`src/rtl/riscv_pkg.sv`:
```
// Shared RV32I pipeline definitions: ALU op codes, forward selects and the
// multiplier FSM state type used by the execute stage.
package riscv_pkg;

  localparam logic [2:0] ALU_ADD = 3'b000;
  localparam logic [2:0] ALU_SUB = 3'b001;
  localparam logic [2:0] ALU_AND = 3'b010;
  localparam logic [2:0] ALU_OR  = 3'b011;
  localparam logic [2:0] ALU_MUL = 3'b100;
  localparam logic [2:0] ALU_SLT = 3'b101;

  localparam logic [1:0] FWD_RF  = 2'b00;
  localparam logic [1:0] FWD_WB  = 2'b01;
  localparam logic [1:0] FWD_MEM = 2'b10;

  typedef enum logic [1:0] {
    MUL_IDLE = 2'b00,
    MUL_RUN  = 2'b01,
    MUL_DONE = 2'b10
  } mul_state_t;

endpackage

```
`src/rtl/execute_stage_alu.sv`:
```
// Combinational ALU for the execute stage. Multiply is not computed here;
// op 100 and the unused codes 110/111 produce 0.
module alu
  import riscv_pkg::*;
#(
  parameter int XLEN = 32
) (
  input  logic [XLEN-1:0] a,
  input  logic [XLEN-1:0] b,
  input  logic [2:0]      op,
  output logic [XLEN-1:0] result,
  output logic            zero
);

  // Select the operation result and derive the zero flag for branch resolution.
  always_comb begin
    result = {XLEN{1'b0}};
    case (op)
      ALU_ADD: result = a + b;
      ALU_SUB: result = a - b;
      ALU_AND: result = a & b;
      ALU_OR:  result = a | b;
      ALU_SLT: result = {{(XLEN-1){1'b0}}, ($signed(a) < $signed(b))};
      default: result = {XLEN{1'b0}};
    endcase
    zero = (result == {XLEN{1'b0}});
  end

endmodule

```
`src/rtl/execute_stage.sv`:
```
// Execute stage of the five-stage RV32I pipeline: operand forwarding, ALU,
// beq resolution and the EX/MEM pipeline register.
// Optional feature macro: EXECUTE_MUL_EN adds an iterative shift-add
// multiplier (op 100) that stalls the front of the pipe while it runs.
module execute_stage
  import riscv_pkg::*;
#(
  parameter int XLEN = 32
) (
  input  logic            clk,
  input  logic            rst,
  input  logic            regwrite_e,
  input  logic            memwrite_e,
  input  logic            resultsrc_e,
  input  logic            branch_e,
  input  logic            alusrc_e,
  input  logic [2:0]      alucontrol_e,
  input  logic [XLEN-1:0] rd1_e,
  input  logic [XLEN-1:0] rd2_e,
  input  logic [XLEN-1:0] imm_ext_e,
  input  logic [XLEN-1:0] pc_e,
  input  logic [XLEN-1:0] pcplus4_e,
  input  logic [4:0]      rd_e,
  input  logic [1:0]      forwardae,
  input  logic [1:0]      forwardbe,
  input  logic [XLEN-1:0] result_w,
  output logic            pcsrc_e,
  output logic [XLEN-1:0] pctarget_e,
  output logic            busy_e,
  output logic            regwrite_m,
  output logic            memwrite_m,
  output logic            resultsrc_m,
  output logic [4:0]      rd_m,
  output logic [XLEN-1:0] aluresult_m,
  output logic [XLEN-1:0] writedata_m,
  output logic [XLEN-1:0] pcplus4_m
);

  logic [XLEN-1:0] src_a_s;
  logic [XLEN-1:0] wd_s;
  logic [XLEN-1:0] src_b_s;
  logic [XLEN-1:0] alu_result_s;
  logic            zero_s;
  logic [XLEN-1:0] ex_result_s;
  logic            bubble_s;
  logic            busy_s;

  // Forwarding muxes; select 11 falls back to the register-file value.
  always_comb begin
    src_a_s = rd1_e;
    wd_s    = rd2_e;
    case (forwardae)
      FWD_WB:  src_a_s = result_w;
      FWD_MEM: src_a_s = aluresult_m;
      default: src_a_s = rd1_e;
    endcase
    case (forwardbe)
      FWD_WB:  wd_s = result_w;
      FWD_MEM: wd_s = aluresult_m;
      default: wd_s = rd2_e;
    endcase
  end

  assign src_b_s = alusrc_e ? imm_ext_e : wd_s;

  alu #(.XLEN(XLEN)) u_alu (
    .a      (src_a_s),
    .b      (src_b_s),
    .op     (alucontrol_e),
    .result (alu_result_s),
    .zero   (zero_s)
  );

  assign pcsrc_e    = branch_e & zero_s;
  assign pctarget_e = pc_e + imm_ext_e;
  assign busy_e     = busy_s;

`ifdef EXECUTE_MUL_EN
  mul_state_t      state_r;
  logic [XLEN-1:0] mul_a_r;
  logic [XLEN-1:0] mul_b_r;
  logic [XLEN-1:0] prod_r;
  logic [4:0]      count_r;

  // Multiplier FSM: latch operands once, then one shift-add step per cycle.
  always_ff @(posedge clk or negedge rst) begin
    if (!rst) begin
      state_r <= MUL_IDLE;
      mul_a_r <= {XLEN{1'b0}};
      mul_b_r <= {XLEN{1'b0}};
      prod_r  <= {XLEN{1'b0}};
      count_r <= 5'd0;
    end else begin
      case (state_r)
        MUL_IDLE: begin
          if (alucontrol_e == ALU_MUL) begin
            mul_a_r <= src_a_s;
            mul_b_r <= src_b_s;
            prod_r  <= {XLEN{1'b0}};
            count_r <= 5'd0;
            state_r <= MUL_RUN;
          end
        end
        MUL_RUN: begin
          if (mul_b_r[0]) begin
            prod_r <= prod_r + mul_a_r;
          end
          mul_a_r <= mul_a_r << 1;
          mul_b_r <= mul_b_r >> 1;
          count_r <= count_r + 5'd1;
          if (count_r == 5'd31) begin
            state_r <= MUL_DONE;
          end
        end
        MUL_DONE: state_r <= MUL_IDLE;
        default:  state_r <= MUL_IDLE;
      endcase
    end
  end

  // Stall/bubble decode and choice of the value written into EX/MEM.
  always_comb begin
    busy_s      = 1'b0;
    bubble_s    = 1'b0;
    ex_result_s = alu_result_s;
    case (state_r)
      MUL_IDLE: begin
        if (alucontrol_e == ALU_MUL) begin
          busy_s   = 1'b1;
          bubble_s = 1'b1;
        end else begin
          busy_s   = 1'b0;
          bubble_s = 1'b0;
        end
      end
      MUL_RUN: begin
        busy_s   = 1'b1;
        bubble_s = 1'b1;
      end
      MUL_DONE: ex_result_s = prod_r;
      default: begin
        busy_s      = 1'b0;
        bubble_s    = 1'b0;
        ex_result_s = alu_result_s;
      end
    endcase
  end
`else
  assign busy_s      = 1'b0;
  assign bubble_s    = 1'b0;
  assign ex_result_s = alu_result_s;
`endif

  // EX/MEM pipeline register; a bubble kills the write side effects and rd.
  always_ff @(posedge clk or negedge rst) begin
    if (!rst) begin
      regwrite_m  <= 1'b0;
      memwrite_m  <= 1'b0;
      resultsrc_m <= 1'b0;
      rd_m        <= 5'd0;
      aluresult_m <= {XLEN{1'b0}};
      writedata_m <= {XLEN{1'b0}};
      pcplus4_m   <= {XLEN{1'b0}};
    end else begin
      regwrite_m  <= regwrite_e & ~bubble_s;
      memwrite_m  <= memwrite_e & ~bubble_s;
      resultsrc_m <= resultsrc_e;
      rd_m        <= bubble_s ? 5'd0 : rd_e;
      aluresult_m <= ex_result_s;
      writedata_m <= wd_s;
      pcplus4_m   <= pcplus4_e;
    end
  end

endmodule

```
`config.mk`:
```
export PLATFORM = sky130hd
export DESIGN_NAME = execute_stage
export DESIGN_NICKNAME = d
export VERILOG_FILES = /design/src/rtl/riscv_pkg.sv /design/src/rtl/execute_stage_alu.sv /design/src/rtl/execute_stage.sv
export SDC_FILE = /design/constraint.sdc
export NUM_CORES = 1
export LEC_CHECK = 0
export BUFFER_PORTS_ARGS = -buffer_cell sky130_fd_sc_hd__buf_2
export CORE_MARGIN = 4
export CORE_UTILIZATION = 40
export DETAILED_ROUTE_END_ITERATION = 10
export SETUP_SLACK_MARGIN = 0.1
export SLEW_MARGIN = 20
export SYNTH_ARGS = -nofsm -noshare
export SYNTH_HDL_FRONTEND = slang
export SYNTH_HIERARCHICAL = 1
export SYNTH_SLANG_ARGS = --single-unit
```
`constraint.sdc`:
```
create_clock -name clk -period 14.45 [get_ports clk]
set_input_delay 2.89 -clock clk [delete_from_list [all_inputs] [get_ports clk]]
set_output_delay 2.89 -clock clk [all_outputs]
set_load 0.01 [all_outputs]
```
[After elaboration in Yosys (flattened, before gate mapping)]
Index checks and enable logic that the tools add are counted.
Cells by class
  $lt $le $gt $ge: 1
  reductions and logical operators: 2
  equality and inequality tests: 8
  add/subtract/negate cells: 3
  muxes and demuxes: 4
  bitwise logic cells: 3
Operators with widths (count)
  $pmux 32 s5: 1
  $pmux 32 s2: 2
  $add 32x32->32: 2
  $and 32x32->32: 1
  $logic_not 32->1: 1
  $lt 32x32->1: 1
  $mux 32: 1
  $or 32x32->32: 1
  $sub 32x32->32: 1
  $eq 3x2->1 const B: 2
  $eq 2x1->1 const B: 2
  $eq 2x2->1 const B: 2
  $eq 3x1->1 const B: 1
  $eq 3x3->1 const B: 1
  $logic_not 3->1: 1
  $and 1x1->1: 1
Word-level totals
  logic and storage cells: 28
  output and inout bits: 138
  bits of input ports: 211
  bits in registers: 104

[Depth between registers and ports, before layout]
Gate-level depths: netlist of the first run.
  depth after elaboration: 7
  gate-level depth with buffers: 22

[Hierarchy]
Netlist of the first run, hierarchy kept.
Modules (own cells, without submodules)
  execute_stage: times used 1, area an instance 5930.7 um2, seq. area each 2602.5 um2, cells an instance 615
  alu: times used 1, area an instance 5365.1 um2, seq. area each 0.0 um2, cells an instance 818

[Worst setup path after synthesis of the first run]
OpenSTA, ideal clock, no wires.
  path kind: input to output
  from: in forwardbe[0]
  to: out pcsrc_e
  buffers on the path: 3
  data required time: 11560 ps
  path slack: 4543 ps
  arrival: 7017 ps
  stages: 21
  cell sequence: inv_1 ha_1 clkbuf_1 clkbuf_1 o21ai_0 mux2_2 inv_1 ha_1 clkbuf_1 or4_1 nand3b_1 a211oi_2 nor4_1 nor2_2 nand2_1 a221oi_1 a21o_1 or4b_1 nor4_1 and4bb_1 and2_1
Between the ends
  cells in the longest elaborated chain, start to end: 7
Ends and longest elaborated chain
  start, declared: line execute_stage.sv:25  | input logic [1:0] forwardbe,
  $eq 2x2->1 / $eq 2x1->1 (equally long branches): line execute_stage.sv:57  | case (forwardbe)
  $pmux 32 s2 (*): line execute_stage.sv:57
  named net wd_s[8]: line execute_stage.sv:40  | logic [XLEN-1:0] wd_s;
  $mux 32 (*): line execute_stage.sv:64  | assign src_b_s = alusrc_e ? imm_ext_e : wd_s;
  named net src_b_s[8]: line execute_stage.sv:41  | logic [XLEN-1:0] src_b_s;
  $sub 32x32->32 (tied with other cells): line execute_stage_alu.sv:20  | ALU_SUB: result = a - b;
  $pmux 32 s5 (*): line execute_stage_alu.sv:18  | case (op)
  $logic_not 32->1 (*): line execute_stage_alu.sv:26  | zero = (result == {XLEN{1'b0}});
  named net zero_s: line execute_stage.sv:43  | logic zero_s;
  $and 1x1->1 (*): line execute_stage.sv:74  | assign pcsrc_e = branch_e & zero_s;
  end, declared: line execute_stage.sv:27  | output logic pcsrc_e,
Mark *: on every way through the listed nets, which the timed path passes. The rest lies on a longest branch.

[Worst setup path in the final report of the first run]
  from: in forwardbe[0]
  to: out pcsrc_e
Between the ends
  cells in the longest elaborated chain, start to end: 7
Ends and longest elaborated chain
  $eq 2x2->1 / $eq 2x1->1 (equally long branches): line execute_stage.sv:57
  $pmux 32 s2 (*): line execute_stage.sv:57
  named net wd_s[4]: line execute_stage.sv:40
  $mux 32 (*): line execute_stage.sv:64
  named net src_b_s[4]: line execute_stage.sv:41
  $sub 32x32->32 / $add 32x32->32 (equally long branches): line execute_stage_alu.sv:20, execute_stage_alu.sv:19
  $pmux 32 s5 (*): line execute_stage_alu.sv:18
  named net alu_result_s[31]: line execute_stage.sv:42  | logic [XLEN-1:0] alu_result_s;
  $logic_not 32->1 (*): line execute_stage_alu.sv:26
  named net zero_s: line execute_stage.sv:43
  $and 1x1->1 (*): line execute_stage.sv:74
Marks and branches as above.

==> metrics.md, run 1 <==
| Metric | Value |
|---|---|
| Status | `complete, no violations` |
| Syn Area/Cell | `~7.9 um2` |
| Drt total wl | `between 40000 and 50000 um` |
| DRC Markers | `0` |
| Max cap viols | `0` |
| Syn-to-layout area delta | `19.5%` |
| Slew margin rel. | `between 30% and 40%` |
| Crit path max fanout | `64` |
| FFs w/ async S/R, synth | `100%` |
| Largest cells by area after synthesis | `dfrtp_1 23%, ha_1 16%, o21ai_0 5.3%` |
| Resized Gates After CTS | `0` |
| Hold WC Path Type | `flip-flop to flip-flop` |
| Critical path class | `input port to output pin` |
| Hold Fails Final Rpt | `0` |
| LEAKAGE | `6.65 nW` |
| Synth unique cells | `just under 90` |
| Area after DPL | `13200 um2` |
| CTS HTree Levels | `3` |
| Drt pass-1 iters | `6` |
| Area of the mapped netlist | `between 10000 and 15000 um2` |
| RSZ-0062 raised after global routing | `no` |
| Vias | `around 12000` |
| FF/Latch Area | `around 2600 um2` |
| # Post-CTS Setup Buffers | `0` |
| Most used cell, CP | `inv_1` |
| DIE WIDTH | `about 180 um` |
| Hold_buf cts | `0` |
| CTS tree | `built` |
| Final Net Count | `about 2100` |
| Register area share after synthesis | `roughly 23%` |
| EDFF count, synth | `0` |
| F_max | `85.8 MHz` |
| Design Area, Final | `around 14000 um2` |
| Core Rows | `61` |
| CP delay by family, top | `compound AO/OA/AOI/OAI gates` |
| Multi-input gate area | `between 7000 and 8000 um2` |
| GP Congestion | `between 0.9 and 1` |
| Warnings from Yosys | `6` |
| Layout cell share with drive strength beyond 1 | `between 20% and 30%` |
| Vias in the first global route | `around 11000` |
| GRT Total Usage | `just under 30%` |
| Endpoint type of the worst setup path | `output pin` |
| Post-Layout Cell Count | `2101` |
| Fin crit period | `approximately 12 ns` |
| Top_reg_cell synth | `dfrtp_1` |
| Iter 0 DRT Violations | `~1600` |
| Clk sink count | `roughly 100` |
| Largest net degree at the start of global routing | `65` |
| Data arrival time of the worst path | `8.77 ns` |
| Cells after Synth | `around 1400` |
| Worst slew pin tran | `1.02 ns` |
| Reg clk slew, reported paths | `0.07 ns` |
| Inst Count DP | `about 2100` |
| CTS Root Cell | `clkbuf_16` |
| Most common cell in the netlist | `nand2_1` |
| Pwr dens | `96.7 nW/um2` |
| Dpl hpwl | `around 38000 um` |
| CP Data Required Time | `11.56 ns` |
| Synth cell count leaders | `145 x nand2_1, 142 x ha_1, 120 x o21ai_0` |
| Initial core utilization | `between 40% and 50%` |
| DR vias/cell | `approximately 5.9` |
| Post-DR wirelength/cell | `between 20 and 25 um` |
| Max incr delay on CP | `between 0.9 and 1 ns` |
| Clock latency on the worst-skew pair | `roughly 0.36 ns` |
| Critical-path cell list | `buf_2, inv_1, ha_2, o21ai_0, mux2_2, inv_1, ha_1, inv_1, a21o_1, a221oi_1, o21ai_2, nand3_1, o21ai_1, mux2i_1, a2111o_1, or4b_1, nor4_1, and4bb_1, and2_1, buf_2` |
| Clk buf depth | `2` |
| Synth area leader | `dfrtp_1` |
| Num ports | `349` |
| Antenna violations before repair | `7` |
| Num CTS Buffers | `9` |
| Grt ovf | `0` |
| Core area | `about 28000 um2` |
| CP Buf/Inv Count | `5` |
| Filler Cell Count | `~2800` |
| Crit-path slowest cell | `ha_2` |
| Max IR drop VDD | `about 0.000054 V` |
| Die Span Y | `roughly 180 um` |
| Final setup viols | `0` |
| Post-synth net total | `~1800` |
| First-pass GRT wire length | `69900 um` |
| #FFs+latches synth | `between 100 and 150` |
| Fin crit share | `between 80% and 90%` |
| Routed Antenna Nets | `0` |
| Top cell type's share of synthesized area | `between 20% and 30%` |
| WHS | `slightly above 0.7 ns` |
| IO Port Bufs | `between 300 and 400` |
| Final Core Density | `about half` |
| Fin. max-slew vios | `0` |
| Die area | `slightly above 30000 um2` |
| Worst Skew | `about 0.011 ns` |
| Setup crit start kind | `input port` |
| Final setup TNS | `0 ns` |
-- path summary, 6_finish.rpt --
check                                startpoint               to  slack, ns  cells after the start
worst max-delay path               forwardbe[0]          pcsrc_e       2.79                     20
worst max register to register   aluresult_m[3]  aluresult_m[30]      10.13                     14
worst min register to register  aluresult_m[13]  writedata_m[13]       0.71                      2
min in group asynchronous                   rst     pcplus4_m[7]       2.49                      1
worst min-delay path            aluresult_m[13]  writedata_m[13]       0.71                      2
max in group asynchronous                   rst  aluresult_m[22]      10.66                      2
-- routing by layer --
layer	track usage, %	wire, um	up-vias
met4	9.32	1380	6
met5	0	35	-
li1	-	-	5747
met2	46.4	21700	618
met1	39.5	20000	5865
met3	5.31	3980	88
-- worst register-to-register path, stage by stage (launching register included) --
cell and delay (ns):
dfrtp_1 0.42, a22oi_1 0.10, o21ai_0 0.60, inv_1 0.10, ha_1 0.43, o211a_1 0.25
o31a_1 0.16, o31ai_1 0.53, o21ai_1 0.25, a21boi_1 0.33, o31a_1 0.28, nor4_1 0.08
a311oi_1 0.35, xnor2_1 0.11, a21o_1 0.21
-- flip-flops by register name, indices dropped and copies added, names as in the netlist --
signal and cells:
regwrite_m 1, rd_m 5, resultsrc_m 1, aluresult_m 32, pcplus4_m 32, memwrite_m 1, writedata_m 32
-- metrics by stage --
stage	total power, mW	worst slack [ns]
after floorplan	0.802	4.54
after global placement	1.05	2.90
after detailed placement	1.04	2.91
after CTS	1.30	2.89
after global routing	1.39	2.41
final	1.31	2.79
-- cell type report --
| type | count | share of cell area, % |
|---|---|---|
| antenna | 5 | 0.0927 |
| sequential | 104 | 19.3 |
| inverter | 105 | 2.92 |
| clock inverter | 6 | 0.463 |
| clock buffer | 10 | 1.70 |
| multi-input combinational | 1141 | 58.9 |
| tap | 378 | 3.50 |
| timing repair buffer | 352 | 13.2 |
-- logic make-up (layout without fill, tap and decap cells) --
kind of cell	count (synthesis)	in the layout	synth area share, %
multiplexers	37	37	3.76
other	1	6	0.0332
buffers and inverters	188	473	6.60
XOR/XNOR	52	52	4.03
adder cells (fa/ha/maj)	145	145	16.3
flip-flops	104	104	23.0
AND/OR/NAND/NOR	399	399	16.2
AO/OA/AOI/OAI	507	507	30.0
-- where the power goes --
| part | internal [mW] | leakage [nW] | switching [mW] |
|---|---|---|---|
| clock network | 0.122 | 0.142 | 0.127 |
| registers | 0.323 | 1.28 | 0.0256 |
| logic | 0.263 | 5.22 | 0.445 |
| total | 0.708 | 6.65 | 0.598 |
-- cells in the final DEF, fill, tap and decap left out, drive strengths merged, types with 6 or more instances in the layout --
cell	synthesis	layout
buf	27	352
nand2	145	145
ha	142	142
o21ai	127	127
nor2	113	113
inv	105	107
dfrtp	104	104
a21oi	103	103
a22oi	67	67
xnor2	38	38
a21o	37	37
nand3	33	33
mux2	33	33
a211oi	24	24
o211ai	22	22
nor2b	16	16
nand4	14	14
nor3	14	14
xor2	14	14
o31ai	12	12
and3	12	12
o22ai	11	11
o21bai	10	10
a31oi	10	10
nor4	10	10
clkbuf	56	10
and2	9	9
a2111oi	8	8
o21a	7	7
a221oi	7	7
a211o	6	6
or3	6	6
or4	6	6
nand2b	6	6
No activity file was read; power rests on OpenSTA's default activity.
==> run 2, diff against run 1 <==
Settings changed: PLACE_DENSITY from default to 0.67.
Clock period 14.45 ns to 10.4 ns, I/O delays scaled along.
==> run 2 against run 1 <==
Effect of this change:
- count of clock-buffer cells in the layout did not move
- die area did not move
- via count rose by 2.2%
- wire length fell by 1.0%
- critical endpoint unchanged
- register-to-register slack got worse by 4.3 ns
- first-iteration DRC count rose by 16%
- clock power rose by 40%
- setup slack got worse by 2.0 ns
- clock skew fell by 0.0032 ns
- utilization rose by 0.18 points
==> metrics.md, run 2 (synthesis results as in run 1) <==
| Metric | Value |
|---|---|
| Vias in the first global route | `roughly 12000` |
| Max cap viols | `0` |
| Dpl hpwl | `approximately 38000 um` |
| GRT Max-Usage Layer | `met2` |
| Slew margin rel. | `40.3%` |
| Hold Fails Final Rpt | `0` |
| Fin crit period | `9.61 ns` |
| Antenna violations before repair | `1` |
| Data arrival time of the worst path | `around 7.5 ns` |
| Final Net Count | `about 2100` |
| CTS tree | `built` |
| Clk buf depth | `2` |
| GR Util met2 | `approximately 47%` |
| Hold WC Path Type | `flip-flop to flip-flop` |
| Final setup viols | `0` |
| Pwr dens | `approximately 140 nW/um2` |
| Num CTS Buffers | `9` |
| Syn-to-layout area delta | `20.0%` |
| Vias | `approximately 13000` |
| Hold_buf cts | `0` |
| Initial core utilization | `40.5%` |
| Resized Gates After CTS | `0` |
| Grt ovf | `0` |
| Final setup TNS | `0 ns` |
| Largest net degree at the start of global routing | `78` |
| CP Data Required Time | `8.32 ns` |
| Drt pass-1 iters | `6` |
| Met1 Use GR | `a little under two fifths` |
| Core area | `27900 um2` |
| Commonest non-fill, non-tap cell in the layout | `buf_2` |
| IO Port Bufs | `between 300 and 400` |
| Status | `complete, no violations` |
| Fin. max-slew vios | `0` |
| Core Rows | `61` |
| Num ports | `349` |
| Setup crit start kind | `input port` |
| Crit path max fanout | `25` |
| Endpoint type of the worst setup path | `output pin` |
| Placement Setup Slack | `between 0.8 and 0.9 ns` |
| # Post-CTS Setup Buffers | `0` |
| Routed Antenna Nets | `0` |
| Final worst slack | `0.794 ns` |
| RSZ-0062 raised after global routing | `no` |
| Fin crit share | `92.4%` |
| CTS HTree Levels | `3` |
| Critical path class | `input port to output pin` |
| Post-DR wirelength/cell | `approximately 22 um` |
| Drt total wl | `between 40000 and 50000 um` |
| Worst Skew | `about 0.0073 ns` |
| Clock latency on the worst-skew pair | `approximately 0.36 ns` |
| Die area | `a little over 30000 um2` |
| CTS Root Cell | `clkbuf_16` |
| Commonest non-fill, non-tap cells in the layout | `346 x buf_2, 145 x nand2_1, 142 x ha_1, 120 x o21ai_0, 112 x nor2_1` |
| F_max | `104 MHz` |
| DR vias/cell | `~6.0` |
| GP Congestion | `about 1.0` |
| LEAKAGE | `~6.7 nW` |
| Clk sink count | `approximately 100` |
| Iter 0 DRT Violations | `~1900` |
| Max incr delay on CP | `about 0.79 ns` |
| GRT Total Usage | `approximately 28%` |
| Max IR drop VDD | `0.0000661 V` |
| Worst slew pin tran | `approximately 0.9 ns` |
| Layout cell share with drive strength beyond 1 | `between 20% and 30%` |
| Final Core Density | `about half` |
| First-pass GRT wire length | `roughly 69000 um` |
| Tot Pwr | `approximately 1.8 mW` |
| Critical-path cell list | `buf_2, inv_1, ha_1, o21ai_0, inv_1, ha_1, nor2b_1, nor4_1, a211oi_1, a2111oi_0, o21ai_0, o211ai_1, a21oi_1, or4_1, nor4_1, and4bb_1, and2_1, buf_2` |
| Reg clk slew, reported paths | `approximately 0.080 ns` |
| Worst R2R Setup Slack | `around 5.8 ns` |
| DIE WIDTH | `~180 um` |
| M3 GR Usage | `under 10%` |
| Top Registers | `aluresult_m (32), pcplus4_m (32), writedata_m (32)` |
| Crit-path slowest cell | `a2111oi_0` |
| Die Span Y | `between 150 and 200 um` |
| DRC Markers | `0` |
run 2: final cells by class:
cell class / instances / area, um2
sequential: 104 / 2600
fill: 2684 / 14300
multi-input combinational: 1141 / 7950
clock inverter: 6 / 61.3
tap: 378 / 473
timing repair buffer: 361 / 1840
inverter: 105 / 394
antenna: 1 / 2.50
clock buffer: 10 / 229
run 2: critical path, delay by kind of cell:
family	cells	cell delay [ns]
buf+inv	4	0.41
fa+ha+maj	2	1.04
simple gates	6	1.82
compound gates	6	2.15
run 2: routing by layer:
metal  part of all wire (%)  vias up
li1                       -     5760
met1                     40     5969
met2                     46      765
met3                    9.7      105
met4                    3.9        2
met5                  0.097        -
run 2: where the power goes:
part / switching, mW / total, mW / leakage (nW) / internal (mW)
clock network: 0.180 / 0.349 / 0.138 / 0.169
logic: 0.627 / 0.996 / 5.27 / 0.369
registers: 0.0375 / 0.486 / 1.28 / 0.448
run 2: final timing paths:
path | startpoint | end | depth (start not counted)
hold / removal | aluresult_m[29] | writedata_m[29] | 2
min in group asynchronous | rst | pcplus4_m[9] | 1
setup / recovery | forwardae[0] | pcsrc_e | 18
hold reg to reg | aluresult_m[29] | writedata_m[29] | 2
max in group asynchronous | rst | writedata_m[17] | 2
setup reg to reg | aluresult_m[0] | aluresult_m[30] | 16
run 2: per-stage QoR:
stage | hold WS [ns] | area (um2) | instances
after floorplan | 0.685 | 11300 | 1433
after CTS | 0.732 | 13600 | 2105
after global routing | 0.776 | 13600 | 2105
after detailed placement | 0.716 | 13300 | 2089
after global placement | 0.698 | 13300 | 2089
final | 0.755 | 13600 | 2106
